--- src/rtl/score_accumulator.sv ---
// Per-hand score keeper: each accepted card adds its value mod 10 to its hand.
// One card per cycle; state, accept and err all appear one cycle after the accepting edge.
module score_accumulator #(
  parameter int NUM_HANDS = 2,
  parameter int MAX_CARDS = 3,
  localparam int HW = (NUM_HANDS > 1) ? $clog2(NUM_HANDS) : 1,
  localparam int CW = $clog2(MAX_CARDS + 1)
) (
  input  logic                    slow_clock,
  input  logic                    reset,
  input  logic                    card_valid,
  input  logic [HW-1:0]           card_hand,
  input  logic [3:0]              card,
  input  logic [NUM_HANDS-1:0]    clear_hand,
  output logic                    card_ready,
  output logic [4*NUM_HANDS-1:0]  total,
  output logic [CW*NUM_HANDS-1:0] count,
  output logic [NUM_HANDS-1:0]    full,
  output logic [NUM_HANDS-1:0]    natural,
  output logic                    accept,
  output logic                    err
);

  logic [NUM_HANDS-1:0][3:0]    total_q, total_d;
  logic [NUM_HANDS-1:0][CW-1:0] count_q, count_d;
  logic [NUM_HANDS-1:0]         full_d, natural_d;
  logic [NUM_HANDS-1:0]         hit;
  logic                         sel_full, sel_clear;
  logic                         legal, take;
  logic [3:0]                   value;
  logic [4:0]                   sum;

  // An out-of-range card_hand matches no hand, so hit stays zero and the card is refused.
  always_comb begin
    hit       = '0;
    sel_full  = 1'b0;
    sel_clear = 1'b0;
    for (int i = 0; i < NUM_HANDS; i++) begin
      if (card_hand == HW'(i)) begin
        hit[i]    = 1'b1;
        sel_full  = full[i];
        sel_clear = clear_hand[i];
      end
    end
  end

  // A hand being cleared on this edge counts as empty, so it can take a card even if full.
  assign card_ready = (|hit) && (!sel_full || sel_clear);
  assign legal      = (card >= 4'd1) && (card <= 4'd13);
  assign value      = (card <= 4'd9) ? card : 4'd0;
  assign take       = card_valid && card_ready && legal;

  always_comb begin
    total_d   = total_q;
    count_d   = count_q;
    full_d    = '0;
    natural_d = '0;
    sum       = '0;
    for (int i = 0; i < NUM_HANDS; i++) begin
      if (clear_hand[i]) begin
        total_d[i] = '0;
        count_d[i] = '0;
      end
      if (take && hit[i]) begin
        sum        = {1'b0, total_d[i]} + {1'b0, value};
        total_d[i] = (sum >= 5'd10) ? 4'(sum - 5'd10) : sum[3:0];
        if (count_d[i] != CW'(MAX_CARDS))
          count_d[i] = count_d[i] + CW'(1);
      end
      full_d[i]    = (count_d[i] == CW'(MAX_CARDS));
      natural_d[i] = (count_d[i] == CW'(2)) && (total_d[i] >= 4'd8);
    end
  end

  always_ff @(posedge slow_clock) begin
    if (reset) begin
      total_q <= '0;
      count_q <= '0;
      full    <= '0;
      natural <= '0;
      accept  <= 1'b0;
      err     <= 1'b0;
    end else begin
      total_q <= total_d;
      count_q <= count_d;
      full    <= full_d;
      natural <= natural_d;
      accept  <= take;
      err     <= card_valid && !take;
    end
  end

  assign total = total_q;
  assign count = count_q;

endmodule

--- config.mk ---
export PLATFORM = sky130hd
export DESIGN_NAME = score_accumulator
export DESIGN_NICKNAME = d
export VERILOG_FILES = /design/src/rtl/score_accumulator.sv
export SDC_FILE = /design/constraint.sdc
export NUM_CORES = 1
export LEC_CHECK = 0
export CAP_MARGIN = 20
export CORE_ASPECT_RATIO = 1.25
export CORE_MARGIN = 4
export CORE_UTILIZATION = 65
export CTS_CLUSTER_SIZE = 25
export DETAILED_ROUTE_END_ITERATION = 10
export DONT_BUFFER_PORTS = 1
export PLACE_DENSITY = 0.91
export REMOVE_ABC_BUFFERS = 1
export SLEW_MARGIN = 20
export SYNTH_ARGS = -nofsm -noshare
export SYNTH_HDL_FRONTEND = slang
export SYNTH_SLANG_ARGS = --single-unit
--- constraint.sdc ---
create_clock -name slow_clock -period 5.7 [get_ports slow_clock]
set_input_delay 1.71 -clock slow_clock [delete_from_list [all_inputs] [get_ports slow_clock]]
set_output_delay 1.71 -clock slow_clock [all_outputs]
set_load 0.1 [all_outputs]
After elaboration in Yosys (flattened, before gate mapping)
Cells that the tools add are included.
{"block": "classes", "n_addsub": 6, "multipliers": 0, "div": 0, "magnitude_cmp": 7, "n_eq_ne": 6, "n_shift": 0, "mux": 17, "bitwise": 0, "reduce_logical": 13}
{"operator": "$mux 4", "count": 7}
{"operator": "$mux 2", "count": 6}
{"operator": "$add 4x4->5", "count": 2}
{"operator": "$ge 5x4->1 const B", "count": 2}
{"operator": "$logic_and 1x1->1", "count": 9}
{"operator": "$eq 2x2->1 const B", "count": 4}
{"operator": "$ge 4x4->1 const B", "count": 2}
{"operator": "$le 4x4->1 const B", "count": 2}
{"operator": "$sub 4x4->4 const B", "count": 2}
{"operator": "$add 2x1->2 const B", "count": 2}
{"operator": "$ge 4x1->1 const B", "count": 1}
{"operator": "$mux 1", "count": 4}
{"operator": "$ne 2x2->1 const B", "count": 2}
{"operator": "$logic_not 1->1", "count": 2}
{"operator": "$reduce_or 2->1", "count": 1}
{"operator": "$logic_or 1x1->1", "count": 1}
{"block": "word_totals", "regBits": 18, "latchBits": 0, "ramBits": 0, "rom_bits": 0, "input_bits": 10, "output_inout_bits": 19, "memories": 0}

Depth between registers and ports, before layout
{"block": "depth", "ltp_word": 10, "depth_mapped": 11}

Least setup slack after synthesis
Ideal clock, no wire load.
{"block": "synth_path", "kind": "input -> output", "from": "input port clear_hand[1]", "to": "output port card_ready", "t_arrival_ps": 3641, "t_required_ps": 3990, "path_slack_ps": 349, "path_stages": 3, "path_cell_list": "clkbuf_1 -> nor2_1 -> mux2i_1"}
{"block": "synth_via", "elab_chain_len": 3}
{"item": "from (decl)", "line": "14", "text": "input logic [NUM_HANDS-1:0] clear_hand,"}
{"item": "$mux 1", "line": "39", "text": "if (card_hand == HW'(i)) begin"}
{"item": "$logic_or 1x1->1", "line": "48", "text": "assign card_ready = (|hit) && (!sel_full || sel_clear);"}
{"item": "$logic_and 1x1->1", "line": "48"}
{"item": "to (decl)", "line": "15", "text": "output logic card_ready,"}
Every way passes these cells.

Worst setup path in the final report
{"block": "layout_path", "from": "input port clear_hand[0]", "to": "output port card_ready"}
The elaborated chain is that of the path after synthesis.

==> qor.csv <==
metric,value,unit
setup_slack,1700,ps
hpwl,2.72,mm
worstPathMaxFanout,9,
reg2reg_to,total[1]$_SDFF_PP0_,
critical_path_class,in -> out,
critPathCaptureType,output port,
num_rows,18,
power.leakage,0.000598,uW
synth_cell_types,51,
h-tree-depth,1,
p_per_area,193,nW/um^2
vdd_ir_drop_max,0.191,mV
antenna_found_initial,0,
worstSetupStartpoint,clear_hand[0],
cp_data_arrival_time,2290,ps
setup.worst_path.start_class,primary input,
cts_buffers,3,
r2r_slack,2290,ps
min_period_over_period,0.702,
fin_crit,4000,ps
route.vias.total,1379,
post_cts_resized,0,
antenna_cells,0,
rr_startpoint,total[1]$_SDFF_PP0_,
drive_above_1_share,0.0872,
syn_avg_cell_area,8.14,um^2
syn_area,1430,um^2
grt.total_usage,0.241,
most-common-layout-cells,"dfxtp_1 (18), a21oi_1 (14), o21ai_0 (11)",
hold_slack,995,ps
drv_slew,0,
hold_path_class,reg -> reg,
synth_edf_count,0,
final_area,1440,um^2
status,"complete, no violations",
clock_latency,290,ps
postRouteWirelength,3.55,mm
fin_nets,193,
multi_input_area,987,um^2
p_total,278,uW
slew_headroom,0.274,
routabilityCongestion,0.948,
hold_buffers,0,
wl_per_cell,18.5,um
drc,0,
worst_pin_slew,1090,ps
fp.coreArea,2030,um^2
cts_tree,built,
drv_cap,0,
final_common_cell,dfxtp_1,
skew,8.30,ps
synth_cells,175,
die_height,60.4,um
vias_per_cell,7.18,
die_w,49.9,um
yosysWarnings,0,
ant_nets,0,
dpl_cell_area,1410,um^2
setup_tns,0,ps
timing.fmax,0.250,GHz
die_area,3010,um^2
grt_setup_unrepaired,false,
ys_ff_latch,18,
syn_to_final_growth,0.790,%
fill_cells,161,
dp_slack,1570,ps
finalSetupViolations,0,
ys_dominant_reg_cell,dfxtp_1,
r2r_cells,9,
synth_seq_area_share,0.253,
crit_path_end,card_ready,
io_pins,29,
firstDrtPassIters,5,
final_hold_viol_count,0,
grt_pass1_vias,1346,
grt_pass1_wl,5.63,mm
clkTransAtPathRegs,90,ps
cp.required,3990,ps
clock_path_buffers,2,
cts_root_buf,clkbuf_4,
postCtsSetupRepairBufs,0,
start_util,0.703,
drtIter0Drc,55,
grt_max_degree,17,
async_flop_share,0,
io_buffer_count,0,
cts_sinks,18,
register_area,360,um^2
grt.overflow.total,0,
logic make-up (layout without fill, tap and decap cells):
logic type / Yosys count / count (layout) / synth area share
AO/OA/AOI/OAI: 52 / 52 / 0.248
XOR/XNOR: 5 / 5 / 0.0307
adder cells (fa/ha/maj): 10 / 10 / 0.0860
buffers and inverters: 16 / 13 / 0.0571
flip-flops: 18 / 18 / 0.253
multiplexers: 2 / 2 / 0.0140
AND/OR/NAND/NOR: 72 / 72 / 0.312
per-stage QoR:
step                 util  cells
floorplan               -    168
global route        0.709    192
finish              0.709    192
global placement    0.698    189
CTS                 0.709    192
detailed placement  0.698    189
state kept, by name, summed over array words and instances, names as in the netlist:
signal   cells
accept       1
count        4
err          1
full         2
natural      2
total        8
worst max-delay path, stage by stage:
cell and delay [ps]:
nor2b_1 220, mux2i_2 110, buf_4 250
worst min-delay path by stage:
stage / startpoint / to / cells past startpoint
2_1_floorplan: count[1]$_SDFF_PP0_ / full[0]$_SDFF_PP0_ / 1
3_3_place_gp: count[1]$_SDFF_PP0_ / full[0]$_SDFF_PP0_ / 1
3_5_place_dp: count[1]$_SDFF_PP0_ / full[0]$_SDFF_PP0_ / 1
4_1_cts: count[1]$_SDFF_PP0_ / full[0]$_SDFF_PP0_ / 1
5_1_grt: count[1]$_SDFF_PP0_ / full[0]$_SDFF_PP0_ / 1
6_report: count[1]$_SDFF_PP0_ / full[0]$_SDFF_PP0_ / 1
report_power, final:
| part | internal, uW | switching [uW] | total, uW |
|---|---|---|---|
| clock network | 24.6 | 38.0 | 62.5 |
| logic | 21.7 | 30.6 | 52.3 |
| registers | 130 | 33.3 | 163 |
layer usage:
metal	global-route usage	up-vias	routed length [um]
met3	0.0639	11	309
met1	0.267	623	1370
met4	0.111	0	91
li1	-	665	-
met2	0.437	80	1780
met5	0	-	0
Yosys cell counts (4+ instances only):
cell type / n / area share
nand2_1: 8 / 0.021
nor2_1: 8 / 0.021
nand3_1: 5 / 0.018
nor3_1: 5 / 0.018
xor2_1: 4 / 0.025
nor4_1: 6 / 0.026
or4_1: 5 / 0.026
o21ai_0: 11 / 0.039
dfxtp_1: 18 / 0.25
nor2b_1: 9 / 0.040
ha_1: 9 / 0.079
inv_1: 9 / 0.024
a211oi_1: 4 / 0.021
a21oi_1: 14 / 0.049
final cells by class:
class                   instances  area share
multi-input cells             141       0.687
inverters                       9      0.0235
repair buffers                  1     0.00523
clock buffers                   3      0.0157
well taps                      20      0.0174
flip-flops and latches         18       0.251
Note: power is estimated with default switching activity, not from simulation.
